`src/rtl/lc3b_types.sv`:
```
// Shared LC-3b types for the pipeline front end.
package lc3b_types;

    typedef logic [15:0] lc3b_word;

    // FETCH: request outstanding; HOLD: word parked behind a stall;
    // DRAIN: abandoned request still in flight, target remembered.
    typedef enum logic [1:0] {
        FETCH,
        HOLD,
        DRAIN
    } lc3b_fetch_state;

    localparam lc3b_word LC3B_RESET_PC = 16'h0000;

endpackage

```
`src/rtl/if_fetch_stage.sv`:
```
// LC-3b instruction-fetch stage: owns the PC, runs the imem read handshake and
// presents {pc+PC_INC, instr} to ifid_pipe, honouring stall and redirect.
module if_fetch_stage
    import lc3b_types::*;
#(
    parameter lc3b_word    RESET_PC = LC3B_RESET_PC,
    parameter int unsigned PC_INC   = 2
) (
    input  logic        clk,
    input  logic        reset,
    input  logic        stall,
    input  logic        redirect,
    input  logic [15:0] redirect_pc,
    output logic [15:0] imem_address,
    output logic        imem_read,
    input  logic [15:0] imem_rdata,
    input  logic        imem_resp,
    output logic        ifid_load,
    output logic [31:0] ifid_in,
    output logic [15:0] fetch_pc
);

    lc3b_fetch_state state_q, state_d;
    lc3b_word        pc_q, pc_d;
    lc3b_word        redir_pc_q, redir_pc_d;
    lc3b_word        hold_instr_q, hold_instr_d;

    lc3b_word target;
    lc3b_word pc_next;

    assign target  = {redirect_pc[15:1], 1'b0};
    assign pc_next = pc_q + lc3b_word'(PC_INC);

    // Next-state and handshake outputs; reset forces every output idle.
    always_comb begin
        state_d      = state_q;
        pc_d         = pc_q;
        redir_pc_d   = redir_pc_q;
        hold_instr_d = hold_instr_q;
        imem_read    = 1'b0;
        imem_address = pc_q;
        ifid_load    = 1'b0;
        ifid_in      = 32'h0;
        fetch_pc     = pc_q;

        if (!reset) begin
            imem_address = 16'h0;
            fetch_pc     = RESET_PC;
        end else begin
            case (state_q)
                FETCH: begin
                    imem_read = 1'b1;
                    if (imem_resp) begin
                        if (redirect) begin
                            pc_d = target;
                        end else if (!stall) begin
                            ifid_load = 1'b1;
                            ifid_in   = {pc_next, imem_rdata};
                            pc_d      = pc_next;
                        end else begin
                            hold_instr_d = imem_rdata;
                            state_d      = HOLD;
                        end
                    end else if (redirect) begin
                        redir_pc_d = target;
                        state_d    = DRAIN;
                    end
                end
                HOLD: begin
                    if (redirect) begin
                        pc_d    = target;
                        state_d = FETCH;
                    end else if (!stall) begin
                        ifid_load = 1'b1;
                        ifid_in   = {pc_next, hold_instr_q};
                        pc_d      = pc_next;
                        state_d   = FETCH;
                    end
                end
                DRAIN: begin
                    // Address stays at pc so the abandoned request remains stable.
                    imem_read = 1'b1;
                    if (redirect) begin
                        redir_pc_d = target;
                    end
                    if (imem_resp) begin
                        pc_d    = redirect ? target : redir_pc_q;
                        state_d = FETCH;
                    end
                end
                default: begin
                    state_d = FETCH;
                end
            endcase
        end
    end

    // State registers with synchronous active-low reset.
    always_ff @(posedge clk) begin
        if (!reset) begin
            state_q      <= FETCH;
            pc_q         <= RESET_PC;
            redir_pc_q   <= 16'h0;
            hold_instr_q <= 16'h0;
        end else begin
            state_q      <= state_d;
            pc_q         <= pc_d;
            redir_pc_q   <= redir_pc_d;
            hold_instr_q <= hold_instr_d;
        end
    end

endmodule

```
`config.mk`:
```
export PLATFORM = sky130hd
export DESIGN_NAME = if_fetch_stage
export DESIGN_NICKNAME = d
export VERILOG_FILES = /design/src/rtl/lc3b_types.sv /design/src/rtl/if_fetch_stage.sv
export SDC_FILE = /design/constraint.sdc
export NUM_CORES = 1
export LEC_CHECK = 0
export BUFFER_PORTS_ARGS = -buffer_cell sky130_fd_sc_hd__buf_2
export CAP_MARGIN = 15
export CORE_MARGIN = 8
export CORE_UTILIZATION = 23
export DETAILED_ROUTE_END_ITERATION = 7
export SYNTH_ARGS = -nofsm -noshare
export SYNTH_HDL_FRONTEND = slang
export SYNTH_SLANG_ARGS = --single-unit
```
`constraint.sdc`:
```
create_clock -name clk -period 2.16 [get_ports clk]
set_input_delay 0 -clock clk [delete_from_list [all_inputs] [get_ports clk]]
set_output_delay 0 -clock clk [all_outputs]
set_load 0.01 [all_outputs]
```
# --- Yosys cells after proc, flatten, opt, wreduce, memory -nomap -nowiden ---
# Index checks and enable logic that the tools add are counted.
totals:
  input_bits: 37
  register_bits: 50
classes:
  n_eq_ne: 9
  bitwise: 1
  n_reduce_logical: 8
  addsub: 1
  muxes: 31
ops:
  columns: ["op", "count"]
  rows:
  - ["2-to-1 mux 32 bit", 6]
  - ["2-to-1 mux 16 bit", 7]
  - ["one-hot mux 32 bit (2 select lines)", 1]
  - ["one-hot mux 16 bit (3 select lines)", 1]
  - ["one-hot mux 16 bit (2 select lines)", 1]
  - ["adder 16 x 2 -> 16 bit (second input constant)", 1]
  - ["2-to-1 mux 2 bit", 7]
  - ["!= test 3 bit (second input constant)", 4]
  - ["2-to-1 mux 1 bit", 6]
  - ["!= test 2 bit (second input constant)", 3]
  - ["one-hot mux 2 bit (3 select lines)", 1]
  - ["AND reduction 5 bit", 1]
  - ["AND reduction 4 bit", 1]
  - ["AND reduction 3 bit", 1]
  - ["nonzero test 3 bit", 1]
  - ["== test 2 x 1 -> 1 bit (second input constant)", 1]
  - ["== test 2 bit (second input constant)", 1]
  - ["logical NOT 2 bit", 1]
  - ["one-hot mux 1 bit (2 select lines)", 1]
  - ["AND reduction 2 bit", 1]
  - ["nonzero test 2 bit", 1]
  - ["OR reduction 2 bit", 1]
  - ["NOT 1 bit", 1]

# --- Depth between registers and ports, before layout ---
# Gate-level depths: netlist (run 1).
logic_depth:
  ltp_word: 6
  depth_mapped: 7

# --- Worst setup path after synthesis (run 1) ---
# Ideal clock, no wire load.
synth_path:
  kind: "reg-to-reg"
  from: "register pc_q[1]"
  to: "register pc_q[15]"
  setup_slack_ps: 465
  arrival_time_ps: 1621
  t_required_ps: 2086
  setup_time_ps: 74
  n_path_buf: 0
  stages_incl_launch_ff: 6
  path_cell_list: "dfxtp_1 ha_1 nand2_1 or3_1 or4_1 a31oi_1"
synth_between:
  elab_chain_len: 5
synth_rtl:
  columns: ["element", "line", "source"]
  rows:
  - ["start, declared", "if_fetch_stage.sv:24", "lc3b_word pc_q, pc_d;"]
  - ["start signal, assigned", "if_fetch_stage.sv:107", "pc_q <= pc_d;"]
  - ["adder 16 x 2 -> 16 bit (*)", "if_fetch_stage.sv:32", "assign pc_next = pc_q + lc3b_word'(PC_INC);"]
  - ["2-to-1 mux 16 bit (*)", "if_fetch_stage.sv:56, if_fetch_stage.sv:73", null]
  - ["2-to-1 mux 16 bit (*)", "if_fetch_stage.sv:70", "if (redirect) begin"]
  - ["2-to-1 mux 16 bit", "if_fetch_stage.sv:53", "if (imem_resp) begin"]
  - ["one-hot mux 16 bit (3 select lines) (*)", "if_fetch_stage.sv:50", "case (state_q)"]
# Every way passes the cells marked *; elsewhere a longest branch is shown, timed or not. The select of a mux whose other input is x is not followed.
# A chain may end at the register's enable or synchronous reset.

# --- Worst setup path after layout (run 1) ---
layout_path:
  from: "register pc_q[5]"
  to: "output ifid_in[30]"
layout_between:
  elab_chain_len: 6
layout_rtl:
  columns: ["element", "line", "source"]
  rows:
  - ["adder 16 x 2 -> 16 bit (*)", "if_fetch_stage.sv:32", null]
  - ["2-to-1 mux 32 bit", "if_fetch_stage.sv:56", "end else if (!stall) begin"]
  - ["2-to-1 mux 32 bit", "if_fetch_stage.sv:54", "if (redirect) begin"]
  - ["2-to-1 mux 32 bit", "if_fetch_stage.sv:53", null]
  - ["one-hot mux 32 bit (2 select lines) (*)", "if_fetch_stage.sv:50", null]
  - ["2-to-1 mux 32 bit (*)", "if_fetch_stage.sv:46", "if (!reset) begin"]
  - ["end, declared", "if_fetch_stage.sv:19", "output logic [31:0] ifid_in,"]
# Every way passes the cells marked *; elsewhere a longest branch is shown, timed or not.

==> impl_metrics.yaml, run 1 <==
synthesis:
  yosysUniqueCellTypes: 52
  yosysMostFrequentCell: "nor2_1"
  synth_cells: 389
  async_flop_share_pct: 0
  synth_edf_count: 0
  synth.area.top_cells: "dfxtp_1 33%, mux2i_1 11%, nor2_1 8.6%, buf_4 4.6%, a22oi_1 3.9%"
  synth_top_area_share_pct: 32.6
  synth_fp_nets: 428
  yosys.area_share.simple_pct: 27.1
  synth_top_family_by_area: "simple AND/OR/NAND/NOR gates"
  ys_seq_area_share_pct: 32.6
  synth_area_um2: 3070
  yosysTopAreaCell: "dfxtp_1"
  synth_compound_area_share_pct: 15.3
  muxShareOfSynthArea_pct: 11.4
  ys_warn_count: 0
  ys_seq_elements: 50
  synthXorXnorAreaFrac_pct: 3.42
  synthAdderAreaFrac_pct: 0.815
  netlist_top_cells_count: "70 x nor2_1, 50 x dfxtp_1, 34 x mux2i_1"
  synth_area_per_cell_um2: 7.90
  synth_ff_type: "dfxtp_1"
clocking:
  insertion_delay_ns: 0.30
  cts_tree: "done"
  cts_buffers: 5
  root_buffer: "clkbuf_16"
  cts_buffer_depth: 2
  clk_pin_slew_ns: 0.07
  cts-htree-levels: 2
  cts_sinks: 50
global_route:
  grt_max_degree: 23
  grt_usage_pct: 11.2
  grt_first_pass_wirelength_mm: 16.3
  grt_pass1_vias: 3265
  antenna_found_initial: 2
  grt-ovfl-total: 0
sta:
  skew_ns: 0.00872
  post-route-min-period_ns: 2.05
  post-route-period-util_pct: 94.9
  tightest_slew_ns: 0.886
  fin_ws_ns: 0.111
  setup_viol: 0
  hold_viol_final: 0
  grt_setup_unrepaired: "yes"
  whs_ns: 0.00588
  report.final.slew_viol_count: 0
  relSlewSlack_pct: 40.7
  max_freq_mhz: 488
hold_path:
  hold_path_class: "input pin to register"
  min_from: "redirect_pc[8]"
  min_path_cells: 3
  hold_end: "redir_pc_q[8]"
power_and_ir_drop:
  p_switching_uw: 646
  cellLeakagePower_uw: 0.00188
  max-vdd-ir-drop_mv: 0.287
  power_frac_comb_pct: 18.5
  internal_power_uw: 1630
  pwr-share-clk_pct: 36.9
  seqPwrFrac_pct: 44.6
  switching_share_pct: 28.4
  p_per_area_nw_per_um2: 551
place:
  dp_slack_ns: 0.300
  place_congestion: 0.843
  dp_hpwl_mm: 7.43
  port_buffers: 101
floorplan:
  coreArea_um2: 13100
  start_util_pct: 23.4
  pin_count: 103
  fp.dieW_um: 132
  die_h_um: 132
  dieArea_um2: 17300
  num_rows: 42
layout:
  syn_to_final_growth_pct: 34.6
  drive_above_1_share_pct: 26.9
  num-nets-final: 539
worst_setup_path:
  end_kind: "output port"
  slowest_delay_ns: 0.58
  worstPathRequired_ns: 2.16
  crit_family: "simple AND/OR/NAND/NOR gates"
  r2r_slack_ns: 0.38
  worst-path-max-fanout: 7
  critPathBufInv: 1
  cp-startpoint: "pc_q[5]"
  path_class: "register to output port"
  critical_path_arrival_ns: 2.05
  cp_cell_sequence: "nand4_1, nor4_1, xnor2_1, nor2_1, buf_2"
  timing.rr.end: "pc_q[5]"
  reg2reg_depth: 4
  start_kind: "register"
  rr_startpoint: "state_q[1]"
  slowest_stage: "nor4_1"
detailed_routing:
  drc: 0
  vias_per_cell: 4.63
  drt-pass1-iter-count: 4
  vias: 3136
  dr.first_iter.drc_count: 161
  ant_nets: 0
  wirelength_mm: 10.0
  wl_per_cell_um: 14.8
job:
  max-cap-violations: 0
outcome:
  outcome: "complete, no violations"
[worst register-to-register path, delay by kind of cell, from the launching register on]
family           cells  cell delay (ns)
AO/OA/AOI/OAI        2             0.38
flip-flops           1             0.42
AND/OR/NAND/NOR      2             0.87
[area by class of cell]
class / count / area (µm²)
sequential: 50 / 1000
inverter: 11 / 41.3
fill: 1432 / 9000
clock buffer: 6 / 139
tap: 176 / 220
timing repair buffer: 147 / 928
antenna: 1 / 2.50
clock inverter: 2 / 16.3
multi-input combinational: 285 / 1780
[sequential cells by signal (all words and copies together) (netlist names)]
register,flops
hold_instr_q,16
pc_q,16
redir_pc_q,16
state_q,2
[through the flow]
stage	TNS (ns)	utilization [%]	cell area (µm²)	total power, µW	cells
finish	0	31.5	4140	2280	678
global route	-0.0204	31.5	4140	2390	678
CTS	0	31.4	4130	2310	677
detailed placement	0	27.9	3660	1410	638
global placement	0	27.9	3660	1400	638
floorplan	0	-	3070	1280	389
[power by group through the flow]
stage | combinational, µW | clock [µW] | sequential, µW
floorplan | 260 | 0 | 1020
global placement | 368 | 0 | 1030
detailed placement | 378 | 0 | 1030
CTS | 424 | 868 | 1010
global route | 463 | 904 | 1020
finish | 421 | 841 | 1020
[timing repair]
action,4_1_cts,5_1_grt
hold buffers,31,0
buffers inserted,0,0
setup endpoints to repair,0,17
gates resized for setup,0,3
endpoints found under the hold margin,31,0
[per-layer routing]
layer	track usage, %	routed length [µm]	share of wire, %
met1	13.4	4470	45
met2	18.5	4610	46
met3	4.31	831	8.3
met4	2.62	91	0.91
met5	0	10	0.10
[placed cells by master, fill, tap and decap left out, types with 2 or more instances in the layout]
master	instances
buf_2	101
nor2_1	70
dfxtp_1	47
mux2i_1	34
dlygate4sd3_1	31
nand2_1	30
a22oi_1	16
buf_4	15
and2_1	13
o21ai_0	13
nand3_1	11
inv_1	10
a21oi_1	9
xnor2_1	8
nand2b_1	8
nor3_1	6
or3_1	6
nand4_1	5
nor4_1	5
clkbuf_16	5
xor2_1	4
nor3b_1	3
o211ai_1	3
a31oi_1	3
o2111ai_1	3
o22ai_1	3
a221oi_1	3
dfxtp_2	3
or4_1	2
nor2b_1	2
and3_1	2
o2bb2ai_1	2
o311a_1	2
ha_1	2
[worst max-delay path by stage]
stage                       to  slack, ns  cells past startpoint
2_1_floorplan         pc_q[15]       0.46                      5
3_3_place_gp           pc_q[5]       0.34                      4
3_5_place_dp   hold_instr_q[9]       0.30                      4
4_1_cts            ifid_in[31]      0.001                      5
5_1_grt            ifid_in[30]      -0.02                      5
6_report           ifid_in[30]       0.11                      5
[logic make-up after synthesis]
kind of cell,after synthesis
adders and majority gates,2
and+or+nand+nor,171
DFF,50
xor gates and xnor gates,12
muxes,35
buffers and inverters,54
AOI/OAI and AO/OA,65
No activity file was read; power rests on OpenSTA's default activity.
==> run 2: changes to the inputs <==
--- a/config.mk
+++ b/config.mk
@@ -5,11 +5,11 @@
 export SDC_FILE = /design/constraint.sdc
 export NUM_CORES = 1
 export LEC_CHECK = 0
-export BUFFER_PORTS_ARGS = -buffer_cell sky130_fd_sc_hd__buf_2
 export CAP_MARGIN = 15
 export CORE_MARGIN = 8
 export CORE_UTILIZATION = 23
 export DETAILED_ROUTE_END_ITERATION = 7
+export DONT_BUFFER_PORTS = 1
 export SYNTH_ARGS = -nofsm -noshare
 export SYNTH_HDL_FRONTEND = slang
 export SYNTH_SLANG_ARGS = --single-unit
==> impl_metrics.yaml, run 2 (synthesis results as in run 1) <==
layout:
  drive_above_1_share_pct: 9.11
  num-nets-final: 444
  reg_top3: "hold_instr_q: 16 flops, pc_q: 16 flops, redir_pc_q: 16 flops"
  syn_to_final_growth_pct: 20.9
  fin_util_pct: 28.3
  insertedDiodeCount: 0
  most-common-layout-cells: "70 x nor2_1, 48 x dfxtp_1, 36 x dlygate4sd3_1, 34 x mux2i_1, 30 x nand2_1"
  final_common_cell: "nor2_1"
sta:
  fin_ws_ns: 0.0914
  max_freq_mhz: 483
  hold_viol_final: 0
  post-route-period-util_pct: 95.8
  setup_viol: 0
  whs_ns: 0.0166
  relSlewSlack_pct: 44.5
  tightest_slew_ns: 0.832
  post-route-min-period_ns: 2.07
  grt_setup_unrepaired: "no"
  report.final.slew_viol_count: 0
  fin_tns_setup_ns: 0
  skew_ns: 0.0125
worst_setup_path:
  start_kind: "register"
  rr_startpoint: "state_q[1]"
  critPathBufInv: 1
  cp-startpoint: "pc_q[1]"
  cp_cell_sequence: "ha_1, nand2_1, or3_1, or3_1, a21oi_1, buf_4"
  worstSetupEndpoint: "ifid_in[31]"
  critical_path_arrival_ns: 2.07
  crit_family: "simple AND/OR/NAND/NOR gates"
  timing.rr.end: "state_q[0]"
  reg2reg_depth: 5
  slowest_stage: "dfxtp_2"
  path_class: "register to output port"
  slowest_delay_ns: 0.44
  end_kind: "output port"
  worstPathRequired_ns: 2.16
  worst-path-max-fanout: 9
  r2r_slack_ns: 0.31
  cpMostUsedCell: "or3_1"
  crit_cells: 6
clocking:
  cts_buffer_depth: 2
  cts-htree-levels: 2
  insertion_delay_ns: 0.30
  cts_tree: "done"
  clk_pin_slew_ns: 0.08
  root_buffer: "clkbuf_16"
  cts_buffers: 5
  cts_sinks: 50
detailed_routing:
  dr.first_iter.drc_count: 150
  drc: 0
  wirelength_mm: 9.97
  vias: 2907
  vias_per_cell: 4.99
  wl_per_cell_um: 17.1
  ant_nets: 0
  drt-pass1-iter-count: 5
global_route:
  grt_usage_pct: 11.1
  grt_pass1_vias: 2910
  grt_max_degree: 26
  antenna_found_initial: 0
  grt-ovfl-total: 0
  grt_first_pass_wirelength_mm: 15.7
outcome:
  outcome: "complete, no violations"
floorplan:
  num_rows: 42
  pin_count: 103
  coreArea_um2: 13100
  fp.dieW_um: 132
  start_util_pct: 23.4
  dieArea_um2: 17300
  die_h_um: 132
place:
  dp_hpwl_mm: 6.87
  port_buffers: 0
  dp_slack_ns: 0.255
  place_congestion: 0.860
power_and_ir_drop:
  cellLeakagePower_uw: 0.00142
  p_per_area_nw_per_um2: 616
  max-vdd-ir-drop_mv: 0.262
hold_path:
  hold_path_class: "input pin to register"
job:
  max-cap-violations: 0
## run 2: cell types whose count changed in the layout (fill, tap and decap cells not counted), moves of 2 or more
| cell | previous run | this run |
|---|---|---|
| nor4_2 | 0 | 2 |
| dlygate4sd3_1 | 31 | 36 |
| buf_2 | 101 | 0 |
| nor4_1 | 5 | 3 |
## run 2: what timing repair did
| item | CTS | global route |
|---|---|---|
| setup buffers | 0 | 0 |
| endpoints found under the hold margin | 48 | 0 |
| hold buffers | 36 | 0 |
| endpoints found under the setup margin | 3 | 2 |
| resized for setup | 2 | 3 |
## run 2: metal layers
metal / global-route usage (%) / wire length [µm]
met4: 2.30 / 68
met3: 4.50 / 980
met1: 13.3 / 4330
met5: 0 / 0
met2: 18.2 / 4590
## run 2: worst min path at each step
| stage | start | end | slack [ns] | cells after the start |
|---|---|---|---|---|
| after global routing | redirect_pc[1] | pc_q[1] | 0.01 | 3 |
| after detailed placement | redirect | state_q[0] | 0.09 | 1 |
| after global placement | imem_resp | state_q[1] | 0.08 | 1 |
| after CTS | redirect_pc[1] | pc_q[1] | 0.007 | 3 |
| after floorplan | imem_resp | state_q[1] | 0.08 | 1 |
| final | redirect_pc[7] | pc_q[7] | 0.02 | 3 |
## run 2: area by class of cell
cell class | count | area (µm²)
Fill cell | 1415 | 9420
Multi-Input combinational cell | 285 | 1800
Sequential cell | 50 | 1000
Timing Repair Buffer | 52 | 480
Tap cell | 176 | 220
Clock buffer | 5 | 125
Clock inverter | 3 | 45.0
Inverter | 11 | 41.3
## run 2: power breakdown
part	leakage (µW)	internal, µW	total [µW]	switching (µW)
registers	0.000409	968	1020	49.6
logic	0.000935	161	352	192
clock network	0.0000760	547	920	373
## run 2: worst min-delay path: stages
cell,delay (ns)
nand2_1,0.04
o311a_1,0.15
o22ai_1,0.07
## run 2: metrics by stage
stage               cell area [µm²]  cells  power (µW)
floorplan                      3070    389        1280
global placement               3170    538        1310
detailed placement             3170    538        1320
CTS                            3700    582        2310
global route                   3710    582        2390
finish                         3710    582        2290
==> run 3: changes to the inputs <==
--- a/config.mk
+++ b/config.mk
@@ -10,6 +10,8 @@
 export CORE_UTILIZATION = 23
 export DETAILED_ROUTE_END_ITERATION = 7
 export DONT_BUFFER_PORTS = 1
+export REMOVE_ABC_BUFFERS = 1
+export SLEW_MARGIN = 25
 export SYNTH_ARGS = -nofsm -noshare
 export SYNTH_HDL_FRONTEND = slang
 export SYNTH_SLANG_ARGS = --single-unit
==> impl_metrics.yaml, run 3 (synthesis results as in run 1) <==
sta:
  report.final.slew_viol_count: 0
  post-route-min-period_ns: 2.02
  fin_ws_ns: 0.144
  relSlewSlack_pct: 57.7
  setup_viol: 0
  skew_ns: 0.00859
  post-route-period-util_pct: 93.4
  grt_setup_unrepaired: "yes"
  max_freq_mhz: 496
  hold_viol_final: 0
  tightest_slew_ns: 0.632
worst_setup_path:
  worst-path-max-fanout: 6
  end_kind: "output port"
  crit_family: "simple AND/OR/NAND/NOR gates"
  worstPathRequired_ns: 2.16
  critical_path_arrival_ns: 2.02
  cp_cell_sequence: "ha_1, nand2_1, or3_1, or3_1, a21oi_1, buf_4"
  cpMostUsedCell: "or3_1"
  path_class: "register to output port"
  critPathBufInv: 1
  slowest_stage: "dfxtp_1"
  slowest_delay_ns: 0.42
  start_kind: "register"
power_and_ir_drop:
  max-vdd-ir-drop_mv: 0.310
  total_power_uw: 2210
  p_per_area_nw_per_um2: 576
  cellLeakagePower_uw: 0.00150
detailed_routing:
  wl_per_cell_um: 16.9
  dr.first_iter.drc_count: 188
  vias: 2897
  drc: 0
  wirelength_mm: 10.1
  drt-pass1-iter-count: 6
  vias_per_cell: 4.83
  ant_nets: 0
place:
  port_buffers: 0
  dp_slack_ns: 0.345
  place_congestion: 0.885
  dp_hpwl_mm: 6.99
  placed_cell_area_um2: 3290
clocking:
  root_buffer: "clkbuf_16"
  cts_tree: "done"
  cts_buffer_depth: 2
  clk_pin_slew_ns: 0.07
  cts-htree-levels: 2
  cts_sinks: 50
  cts_buffers: 5
  insertion_delay_ns: 0.30
floorplan:
  num_rows: 42
  start_util_pct: 23.4
  die_h_um: 132
  pin_count: 103
  dieArea_um2: 17300
  fp.dieW_um: 132
  coreArea_um2: 13100
layout:
  num-nets-final: 461
  most-common-layout-cells: "70 x nor2_1, 48 x dfxtp_1, 36 x dlygate4sd3_1, 34 x mux2i_1, 33 x buf_4"
  final_common_cell: "nor2_1"
  design_area_um2: 3830
  syn_to_final_growth_pct: 24.6
  n_fill_cell: 1433
  drive_above_1_share_pct: 12.8
  reg_top3: "hold_instr_q: 16 flops, pc_q: 16 flops, redir_pc_q: 16 flops"
outcome:
  outcome: "complete, no violations"
global_route:
  grt_pass1_vias: 2954
  grt_usage_pct: 11.5
  antenna_found_initial: 0
  grt_max_degree: 29
  grt-ovfl-total: 0
  grt_first_pass_wirelength_mm: 16.3
hold_path:
  hold_path_class: "input pin to register"
job:
  max-cap-violations: 0
[run 3: cell types whose count changed in the layout (fill, tap and decap cells not counted), sizes merged]
cell,delta
diode,+1
clkinvlp,-1
bufinv,-1
inv,+1
buf,+17
clkinv,+1
[run 3: through the flow]
stage          std cells  TNS [ns]  hold slack, ns  utilization [%]
3_3_place_gp         555         0          0.0795             25.1
5_1_grt              599   -0.0434          0.0143             29.1
4_1_cts              599         0         0.00743             29.0
6_report             600         0          0.0100             29.1
2_1_floorplan        346         0          0.0767                -
3_5_place_dp         555         0          0.0844             25.1
[run 3: repair_timing]
action,in CTS,in global routing
gates resized for setup,0,5
hold endpoints to repair,47,0
hold buffers,36,0
setup endpoints to repair,0,16
setup buffers,0,0
[run 3: path summary, 6_finish.rpt]
| path | slack (ns) | from | to | cells past startpoint |
|---|---|---|---|---|
| setup / recovery | 0.14 | pc_q[2] | ifid_in[31] | 6 |
| hold / removal | 0.01 | redirect | pc_q[0] | 3 |
| setup reg to reg | 0.27 | state_q[1] | state_q[0] | 5 |
| hold reg to reg | 0.44 | redir_pc_q[0] | redir_pc_q[0] | 2 |
[run 3: routing by layer]
layer	GRT usage, %	wire [µm]
met5	0	0
met4	2.55	42
met3	4.23	953
met2	19.0	4740
met1	13.9	4380
[run 3: area by class of cell]
type                       instances  area (µm²)  area share (%)
multi-input combinational        285        1800            47.1
sequential                        50        1000            26.2
antenna                            1        2.50          0.0654
clock buffer                       5         125            3.27
clock inverter                     3        25.0           0.654
timing repair buffer              69         608            15.9
tap                              176         220            5.75
inverter                          11        41.3            1.08
[run 3: tightest hold or removal path, stage by stage]
cell and delay, ns:
nor2_2 0.04, o21ai_0 0.14, a21oi_1 0.07
[run 3: power breakdown]
group / leakage, µW / internal [µW] / switching (µW)
sequential: 0.000409 / 968 / 48.5
clock: 0.0000704 / 437 / 389
combinational: 0.00102 / 169 / 195
total: 0.00150 / 1570 / 632
